===== config.mk =====
export PLATFORM = sky130hd
export DESIGN_NAME = memory_arbiter_flat
export DESIGN_NICKNAME = d
export VERILOG_FILES = /design/src/rtl/memory_arbiter_if.sv /design/src/rtl/memory_arbiter.sv /design/src/flat_wrapper.sv
export SDC_FILE = /design/constraint.sdc
export NUM_CORES = 1
export LEC_CHECK = 0
export CAP_MARGIN = 10
export CORE_AREA = 2 2 293 295
export CTS_CLUSTER_SIZE = 14
export DETAILED_ROUTE_END_ITERATION = 10
export DIE_AREA = 0 0 295 297
export GPL_TIMING_DRIVEN = 0
export HOLD_SLACK_MARGIN = 0.12
export PLACE_DENSITY = 0.45
export REMOVE_ABC_BUFFERS = 1
export SLEW_MARGIN = 30
export SYNTH_ARGS = -nofsm -noshare
export SYNTH_HDL_FRONTEND = slang
export SYNTH_SLANG_ARGS = --single-unit

===== constraint.sdc =====
create_clock -name clk -period 1.51 [get_ports clk]
set_clock_uncertainty 0.1 [all_clocks]
set_input_delay 0.302 -clock clk [delete_from_list [all_inputs] [get_ports clk]]
set_output_delay 0.302 -clock clk [all_outputs]
set_load 0.01 [all_outputs]

===== src/rtl/memory_arbiter_if.sv =====
// Bus bundle between the two cache requesters, the arbiter and the shared memory.
// The arbiter takes the master modport; a requester/memory model takes the slave side.
interface memory_arbiter_if #(
  parameter int MEMORY_ADDRESS_SIZE = 32,
  parameter int CACHE_LINE_SIZE     = 128
);
  logic                           icache_req;
  logic [MEMORY_ADDRESS_SIZE-1:0] icache_address;
  logic [CACHE_LINE_SIZE-1:0]     icache_data_out;
  logic                           icache_ready;

  logic                           dcache_req;
  logic                           dcache_op;
  logic [MEMORY_ADDRESS_SIZE-1:0] dcache_address;
  logic [CACHE_LINE_SIZE-1:0]     dcache_data_in;
  logic [CACHE_LINE_SIZE-1:0]     dcache_data_out;
  logic                           dcache_ready;

  logic                           mem_enable;
  logic                           mem_op;
  logic [MEMORY_ADDRESS_SIZE-1:0] mem_address;
  logic [CACHE_LINE_SIZE-1:0]     mem_data_in;
  logic                           mem_in_use;
  logic [CACHE_LINE_SIZE-1:0]     mem_data_out;
  logic                           mem_data_ready;

  logic                           busy;

  modport master (
    input  icache_req, icache_address,
    output icache_data_out, icache_ready,
    input  dcache_req, dcache_op, dcache_address, dcache_data_in,
    output dcache_data_out, dcache_ready,
    output mem_enable, mem_op, mem_address, mem_data_in, mem_in_use,
    input  mem_data_out, mem_data_ready,
    output busy
  );

  modport slave (
    output icache_req, icache_address,
    input  icache_data_out, icache_ready,
    output dcache_req, dcache_op, dcache_address, dcache_data_in,
    input  dcache_data_out, dcache_ready,
    input  mem_enable, mem_op, mem_address, mem_data_in, mem_in_use,
    output mem_data_out, mem_data_ready,
    input  busy
  );
endinterface


===== src/rtl/memory_arbiter.sv =====
// Round-robin arbiter sharing one line-wide memory port between an
// instruction cache (read-only) and a data cache (read/write).
// Every transaction is IDLE -> ISSUE_x -> RELEASE -> IDLE, so memory always
// sees mem_enable drop for at least one cycle between transactions.
module memory_arbiter #(
  parameter int MEMORY_ADDRESS_SIZE = 32,
  parameter int CACHE_LINE_SIZE     = 128
) (
  input logic clk,
  input logic reset,
  memory_arbiter_if.master bus
);

  localparam logic [1:0] IDLE    = 2'd0;
  localparam logic [1:0] ISSUE_I = 2'd1;
  localparam logic [1:0] ISSUE_D = 2'd2;
  localparam logic [1:0] RELEASE = 2'd3;

  // last_grant encoding: 0 = icache served last, 1 = dcache served last
  localparam logic GNT_I = 1'b0;
  localparam logic GNT_D = 1'b1;

  logic [1:0]                     state_q, state_d;
  logic                           last_q, last_d;
  logic                           op_q, op_d;
  logic [MEMORY_ADDRESS_SIZE-1:0] addr_q, addr_d;
  logic [CACHE_LINE_SIZE-1:0]     wdata_q, wdata_d;
  logic [CACHE_LINE_SIZE-1:0]     idata_q, idata_d;
  logic [CACHE_LINE_SIZE-1:0]     ddata_q, ddata_d;
  logic                           iready_q, iready_d;
  logic                           dready_q, dready_d;
  logic                           pick_d;

  // Next-state: arbitration in IDLE, completion capture in ISSUE_x.
  always_comb begin
    state_d  = state_q;
    last_d   = last_q;
    op_d     = op_q;
    addr_d   = addr_q;
    wdata_d  = wdata_q;
    idata_d  = idata_q;
    ddata_d  = ddata_q;
    iready_d = 1'b0;
    dready_d = 1'b0;
    pick_d   = 1'b0;
    case (state_q)
      IDLE: begin
        // On a tie, serve whoever was not served last.
        if (bus.icache_req && bus.dcache_req) pick_d = (last_q == GNT_I);
        else                                  pick_d = bus.dcache_req;
        if (bus.icache_req || bus.dcache_req) begin
          if (pick_d) begin
            state_d = ISSUE_D;
            op_d    = bus.dcache_op;
            addr_d  = bus.dcache_address;
            wdata_d = bus.dcache_data_in;
          end else begin
            state_d = ISSUE_I;
            op_d    = 1'b0;
            addr_d  = bus.icache_address;
            wdata_d = '0;
          end
        end
      end
      ISSUE_I: begin
        if (bus.mem_data_ready) begin
          idata_d  = bus.mem_data_out;
          iready_d = 1'b1;
          last_d   = GNT_I;
          state_d  = RELEASE;
        end
      end
      ISSUE_D: begin
        if (bus.mem_data_ready) begin
          // Writes leave the returned-line register untouched.
          if (!op_q) ddata_d = bus.mem_data_out;
          dready_d = 1'b1;
          last_d   = GNT_D;
          state_d  = RELEASE;
        end
      end
      default: state_d = IDLE;
    endcase
  end

  // State and transaction registers; reset wins over everything.
  always_ff @(posedge clk) begin
    if (reset) begin
      state_q  <= IDLE;
      last_q   <= GNT_I;
      op_q     <= 1'b0;
      addr_q   <= '0;
      wdata_q  <= '0;
      idata_q  <= '0;
      ddata_q  <= '0;
      iready_q <= 1'b0;
      dready_q <= 1'b0;
    end else begin
      state_q  <= state_d;
      last_q   <= last_d;
      op_q     <= op_d;
      addr_q   <= addr_d;
      wdata_q  <= wdata_d;
      idata_q  <= idata_d;
      ddata_q  <= ddata_d;
      iready_q <= iready_d;
      dready_q <= dready_d;
    end
  end

  // Outputs come straight from registers so they hold for the whole transaction.
  always_comb begin
    bus.mem_enable      = (state_q == ISSUE_I) || (state_q == ISSUE_D);
    bus.mem_in_use      = (state_q == ISSUE_I) || (state_q == ISSUE_D);
    bus.mem_op          = op_q;
    bus.mem_address     = addr_q;
    bus.mem_data_in     = wdata_q;
    bus.icache_data_out = idata_q;
    bus.icache_ready    = iready_q;
    bus.dcache_data_out = ddata_q;
    bus.dcache_ready    = dready_q;
    bus.busy            = (state_q != IDLE);
  end

endmodule


===== src/flat_wrapper.sv =====
// flat-port wrapper written by rule: the top's interface ports become plain ports
module memory_arbiter_flat 
#(
  parameter int MEMORY_ADDRESS_SIZE = 32,
  parameter int CACHE_LINE_SIZE     = 128
)
  (clk, reset, bus_icache_req, bus_icache_address, bus_icache_data_out, bus_icache_ready, bus_dcache_req, bus_dcache_op, bus_dcache_address, bus_dcache_data_in, bus_dcache_data_out, bus_dcache_ready, bus_mem_enable, bus_mem_op, bus_mem_address, bus_mem_data_in, bus_mem_in_use, bus_mem_data_out, bus_mem_data_ready, bus_busy);
  memory_arbiter_if #(.MEMORY_ADDRESS_SIZE(MEMORY_ADDRESS_SIZE), .CACHE_LINE_SIZE(CACHE_LINE_SIZE)) bus_i ();
  input logic clk;
  input logic reset;
  input wire logic [$bits(bus_i.icache_req)-1:0] bus_icache_req;
  input wire logic [$bits(bus_i.icache_address)-1:0] bus_icache_address;
  output wire logic [$bits(bus_i.icache_data_out)-1:0] bus_icache_data_out;
  output wire logic [$bits(bus_i.icache_ready)-1:0] bus_icache_ready;
  input wire logic [$bits(bus_i.dcache_req)-1:0] bus_dcache_req;
  input wire logic [$bits(bus_i.dcache_op)-1:0] bus_dcache_op;
  input wire logic [$bits(bus_i.dcache_address)-1:0] bus_dcache_address;
  input wire logic [$bits(bus_i.dcache_data_in)-1:0] bus_dcache_data_in;
  output wire logic [$bits(bus_i.dcache_data_out)-1:0] bus_dcache_data_out;
  output wire logic [$bits(bus_i.dcache_ready)-1:0] bus_dcache_ready;
  output wire logic [$bits(bus_i.mem_enable)-1:0] bus_mem_enable;
  output wire logic [$bits(bus_i.mem_op)-1:0] bus_mem_op;
  output wire logic [$bits(bus_i.mem_address)-1:0] bus_mem_address;
  output wire logic [$bits(bus_i.mem_data_in)-1:0] bus_mem_data_in;
  output wire logic [$bits(bus_i.mem_in_use)-1:0] bus_mem_in_use;
  input wire logic [$bits(bus_i.mem_data_out)-1:0] bus_mem_data_out;
  input wire logic [$bits(bus_i.mem_data_ready)-1:0] bus_mem_data_ready;
  output wire logic [$bits(bus_i.busy)-1:0] bus_busy;
  assign bus_i.icache_req = bus_icache_req;
  assign bus_i.icache_address = bus_icache_address;
  assign bus_icache_data_out = bus_i.icache_data_out;
  assign bus_icache_ready = bus_i.icache_ready;
  assign bus_i.dcache_req = bus_dcache_req;
  assign bus_i.dcache_op = bus_dcache_op;
  assign bus_i.dcache_address = bus_dcache_address;
  assign bus_i.dcache_data_in = bus_dcache_data_in;
  assign bus_dcache_data_out = bus_i.dcache_data_out;
  assign bus_dcache_ready = bus_i.dcache_ready;
  assign bus_mem_enable = bus_i.mem_enable;
  assign bus_mem_op = bus_i.mem_op;
  assign bus_mem_address = bus_i.mem_address;
  assign bus_mem_data_in = bus_i.mem_data_in;
  assign bus_mem_in_use = bus_i.mem_in_use;
  assign bus_i.mem_data_out = bus_mem_data_out;
  assign bus_i.mem_data_ready = bus_mem_data_ready;
  assign bus_busy = bus_i.busy;
  memory_arbiter #(.MEMORY_ADDRESS_SIZE(MEMORY_ADDRESS_SIZE), .CACHE_LINE_SIZE(CACHE_LINE_SIZE)) u_core (.clk(clk), .reset(reset), .bus(bus_i));
endmodule

### After elaboration in Yosys (flattened, before gate mapping)

Cells that the tools add are included.

| storage, ports and cells | value |
|---|---|
| register bits after elaboration | 422 |
| latch bits | 0 |
| bits in writable memories | 0 |
| memory bits (read-only) | 0 |
| bits of input ports | 326 |
| output and inout bits | 422 |
| word-level logic and storage cells | 46 |
| memories kept | 0 |

| operators by class | value |
|---|---|
| $add $sub $neg | 0 |
| multiply operators | 0 |
| divide/modulo/power cells | 0 |
| magnitude comparators | 0 |
| eq/ne operators | 6 |
| shift-type cells | 0 |
| muxes and demuxes | 13 |
| bitwise logic cells | 4 |
| reduce and logical (&&, ||, !) cells | 14 |

Operators with widths:

| kind | count |
|---|---|
| $mux W128 | 1 |
| $mux W32 | 1 |
| $mux W1 | 6 |
| $mux W2 | 3 |
| $reduce_and A2 Y1 | 3 |
| $reduce_and A3 Y1 | 2 |
| $reduce_or A2 Y1 | 3 |
| $ne A2 B1 Y1 const B | 2 |
| $ne A2 B2 Y1 const B | 2 |
| $not A1 Y1 | 4 |
| $pmux W2 S2 | 1 |
| $reduce_bool A2 Y1 | 2 |
| $eq A2 B1 Y1 const B | 1 |
| $eq A2 B2 Y1 const B | 1 |
| $logic_not A2 Y1 | 1 |
| $logic_or A1 B1 Y1 | 2 |
| $pmux W1 S2 | 1 |
| $logic_and A1 B1 Y1 | 1 |

### Logic depth before layout (Yosys ltp)

| depth | value |
|---|---|
| depth in word-level cells | 6 |
| gate-level depth with buffers | 8 |
| mapped depth without buffers | 5 |

### Worst setup path after synthesis

Ideal clock, no wire load.

| timing | value |
|---|---|
| kind | register to register |
| start | reg u_core.state_q[0] |
| end | reg u_core.state_q[0] |
| setup time | 0.092 ns |
| arrival | 1.477 ns |
| data required time | 1.318 ns |
| path slack | -0.160 ns |
| stages on the path, launching flop included | 7 |
| period minus slack after synthesis | 1.670 ns |
| cells stage by stage | dfxtp_1 -> inv_1 -> ha_1 -> buf_2 -> nor3b_1 -> or4_1 -> o32ai_1 |

| between the ends | value |
|---|---|
| longest elaborated chain between the ends | 4 |
| elaborated cells on any way between the ends | 8 |

RTL lines:

| item | line | source |
|---|---|---|
| from (decl) | memory_arbiter.sv:23 | `logic [1:0] state_q, state_d;` |
| from (signal assigned) | memory_arbiter.sv:99 | `state_q <= state_d;` |
| $eq A2 B2 Y1 / $eq A2 B1 Y1 (equally long branches) | memory_arbiter.sv:46 | `case (state_q)` |
| $reduce_or A2 Y1 (no source line) | - |  |
| $ne A2 B1 Y1 (no source line) | - |  |
| $reduce_and A2 Y1 (no source line) | - |  |

Parallel ways exist; a longest one is shown, timed or not.
A chain may end at the register's enable or synchronous reset.

### Worst setup path in the final report

| timing | value |
|---|---|
| start | reg u_core.state_q[1] |
| end | out bus_mem_enable |

| between the ends | value |
|---|---|
| longest elaborated chain between the ends | 2 |
| elaborated cells on any way between the ends | 3 |

RTL lines:

| item | line | source |
|---|---|---|
| $eq A2 B1 Y1 / $eq A2 B2 Y1 (equally long branches) | memory_arbiter.sv:113 | `bus.mem_enable = (state_q == ISSUE_I) \|\| (state_q == ISSUE_D);` |
| $logic_or A1 B1 Y1 (*) | memory_arbiter.sv:113 |  |
| to (decl) | flat_wrapper.sv:21 | `output wire logic [$bits(bus_i.mem_enable)-1:0] bus_mem_enable;` |

Every way passes the cells marked *; elsewhere a longest branch is shown, timed or not.

==> summary.txt <==
Status -> finished, violations left
Failing checks -> negative hold slack, negative setup slack
Req. time, crit path -> 1.11 ns
Total die area -> 87600 um^2
Fin Hold WS -> -0.0521 ns
HP Start -> reset
CTS tree -> built
Crit. path cell count -> 4
Per-cell routed wire length -> 24.4 um
CP max FO -> 4
Synth Cell Area -> 14900 um^2
Crit share post-route -> 127%
Startpoint types -> register
CP endpoint kind -> output pin
Num CTS Buffers -> 51
First-pass GRT wire length -> 125000 um
#FFs+latches synth -> 422
Hold Vio Cnt, Final -> 12
Vias in the first global route -> 17400
Die H -> 297 um
Synth warn -> 0
Worst Hold Depth -> 2
WS Path Type -> reg2out
Period minus WS final -> 1.92 ns
Placed wire-length estimate -> 55200 um
Ys flop type -> dfxtp_1
Initial antenna violation count -> 16
CTS clk-pin slew, worst paths -> 0.06 ns
# Max-Cap Violations -> 0
R2R depth -> 7
Initial DRC Count -> 736
Grt ovf -> 0
Leakage power -> 0.0130 uW
Routed Antenna Nets -> 0
Peak Freq -> 520 MHz
Delay-heaviest family, CP -> flip-flops
Hold crit path type -> in2reg
CP max stage delay -> 0.38 ns
Slew Limit Fails -> 0
R2R setup slack -> -0.39 ns
Synth top area cells -> dfxtp_1 (57%), nand2_1 (14%), a21oi_1 (9.8%)
Top cell type's share of synthesized area -> 56.8%
Final WS setup -> -0.413 ns
Max rail drop VDD -> 0.000946 V
Via Count -> 17400
Cell Chain, Critical Path -> inv_6 -> ha_4 -> buf_6 -> buf_6
FFs w/ async S/R, synth -> 0%
Clock Tree Root -> clkbuf_16
Max transition margin -> 53.7%
Setup TNS Final -> -102.48 ns
Layout Area Growth over Synthesis -> 121%
Final nets -> 3028
Final setup fails -> 447
Post-route cell area -> 32900 um^2
DRT Wirelength -> 94800 um
Row cnt -> 107
Worst setup path end -> bus_mem_enable
Launching point of the worst reg2reg path -> u_core.state_q[1]
Worst slew pin tran -> 0.694 ns
Crit path arrival time -> 1.52 ns
Total GRT Usage -> 19.4%
Synth Area per Inst -> 8.41 um^2
H-tree depth -> 2
Core Footprint -> 84500 um^2
RR Endpoint -> u_core.state_q[0]
IO buf count -> 747
Placed cell areas -> 23900 um^2
Crit path launch -> u_core.state_q[1]
WP buf/inv -> 3
Initial Util -> 17.6%
Gpl congestion -> 0.806
DRC Markers -> 0
TritonCTS Sinks -> 422
Hold Buf Count CTS -> 12
Largest net degree at the start of global routing -> 107
Top-Level Pins -> 748
RSZ-0062 raised after global routing -> yes
Post-synth top area cell -> dfxtp_1
P per Cell Area -> 1510 nW/um^2
Number of synthesized flops with an enable pin -> 0
Via-to-Cell Ratio -> 4.47
Slowest library cell on the worst path -> dfxtp_4
Cells after Synth -> 1768
Worst-Skew Late Latency -> 0.60 ns
Longest Clk Path Bufs -> 3
Final core utilization -> 38.9%
Layout cells sized above 1 -> 62.4%
Filler cell count -> 8219
DR pass1 iterations -> 4
Most used cell, CP -> buf_6
Chip width -> 295 um
Sequential-to-total area share from yosys stat -> 56.8%
Distinct cells, synth -> 26
per-layer routing:
| metal | GRT usage, % | vias to the layer above | part of all wire, % |
|---|---|---|---|
| met5 | 0 | - | 0.056 |
| met4 | 8.82 | 8 | 5.1 |
| met3 | 6.49 | 175 | 8.4 |
| met2 | 35.1 | 700 | 50 |
| met1 | 20.1 | 8563 | 36 |
| li1 | - | 7916 | - |
what timing repair did:
action / 4_1_cts / 5_1_grt
pin swaps: 220 / 238
cloned: 70 / 22
endpoints found under the hold margin: 68 / 56
resized for setup: 992 / 2059
setup endpoints to repair: 844 / 821
setup buffers: 102 / 78
sequential cells by signal (all words and copies together) (netlist names):
name                        count
u_core.bus.dcache_data_out    128
u_core.bus.dcache_ready         1
u_core.bus.icache_ready         1
u_core.bus.mem_address         32
u_core.last_q                   1
u_core.bus.mem_data_in        128
u_core.bus.icache_data_out    128
u_core.bus.mem_op               1
u_core.state_q                  2
through the flow:
step / std cells / total power [uW] / worst slack, ns
finish: 3884 / 49600 / -0.413
global route: 3882 / 51500 / -0.481
CTS: 3812 / 47600 / -0.495
detailed placement: 3540 / 26900 / -1.45
global placement: 3498 / 21200 / -12.74
floorplan: 1607 / 17600 / -5.16
logic make-up (layout without fill, tap and decap cells):
family / Yosys count / after routing / synth area share [%]
DFF: 422 / 422 / 56.8
AOI/OAI and AO/OA: 459 / 459 / 19.4
other: 0 / 4 / 0
adders and majority gates: 5 / 5 / 0.421
buffers and inverters: 164 / 1129 / 5.14
and+or+nand+nor: 718 / 721 / 18.3
layout by cell type (no fill, tap or decap), types with 10 or more instances in the layout:
cell,count
buf_8,21
clkbuf_16,68
dfxtp_1,53
clkbuf_8,20
dlygate4sd3_1,12
a32oi_1,70
a21oi_2,193
clkbuf_2,39
a21oi_1,80
buf_16,70
a32oi_2,59
nand2_1,306
nand2_2,85
nand2_4,155
buf_12,59
clkdlybuf4s50_1,322
dfxtp_2,359
a211oi_2,26
buf_4,114
nor2_1,148
buf_2,87
buf_6,271
a21oi_4,18
dfxtp_4,10
dlygate4sd2_1,19
cell usage after synthesis, types with 2 or more instances:
cell type	count
a211oi_1	32
ha_1	5
nand2_1	547
buf_2	77
buf_1	10
clkbuf_1	61
a32oi_1	129
nor2b_1	2
buf_4	12
a21oi_1	291
nor2_1	164
dfxtp_1	422
inv_1	3
how the worst min path moves through the flow:
stage | to | slack [ns]
floorplan | u_core.bus.dcache_data_out[0] | 0.27
CTS | u_core.bus.icache_data_out[11] | -0.06
finish | u_core.bus.dcache_data_out[11] | -0.05
detailed placement | u_core.bus.dcache_data_out[58] | 0.35
global route | u_core.bus.dcache_data_out[11] | -0.06
global placement | u_core.bus.dcache_data_out[14] | 0.34
area by class of cell:
type	instances	area, um^2	share of cell area, %
timing repair buffer	1034	12000	36.4
tap	1144	1430	4.36
inverter	3	21.3	0.0647
multi-input combinational	1185	8770	26.7
antenna	4	10.0	0.0305
clock buffer	79	1580	4.81
clock inverter	13	130	0.396
sequential	422	8930	27.2
where the power goes:
group | switching [uW] | total (uW) | internal (uW) | leakage, uW
Combinational | 10700 | 22400 | 11700 | 0.00857
Sequential | 1420 | 14700 | 13200 | 0.00360
Clock | 5170 | 12500 | 7370 | 0.000852
Total | 17300 | 49600 | 32300 | 0.0130
No activity file was read; power rests on OpenSTA's default activity.
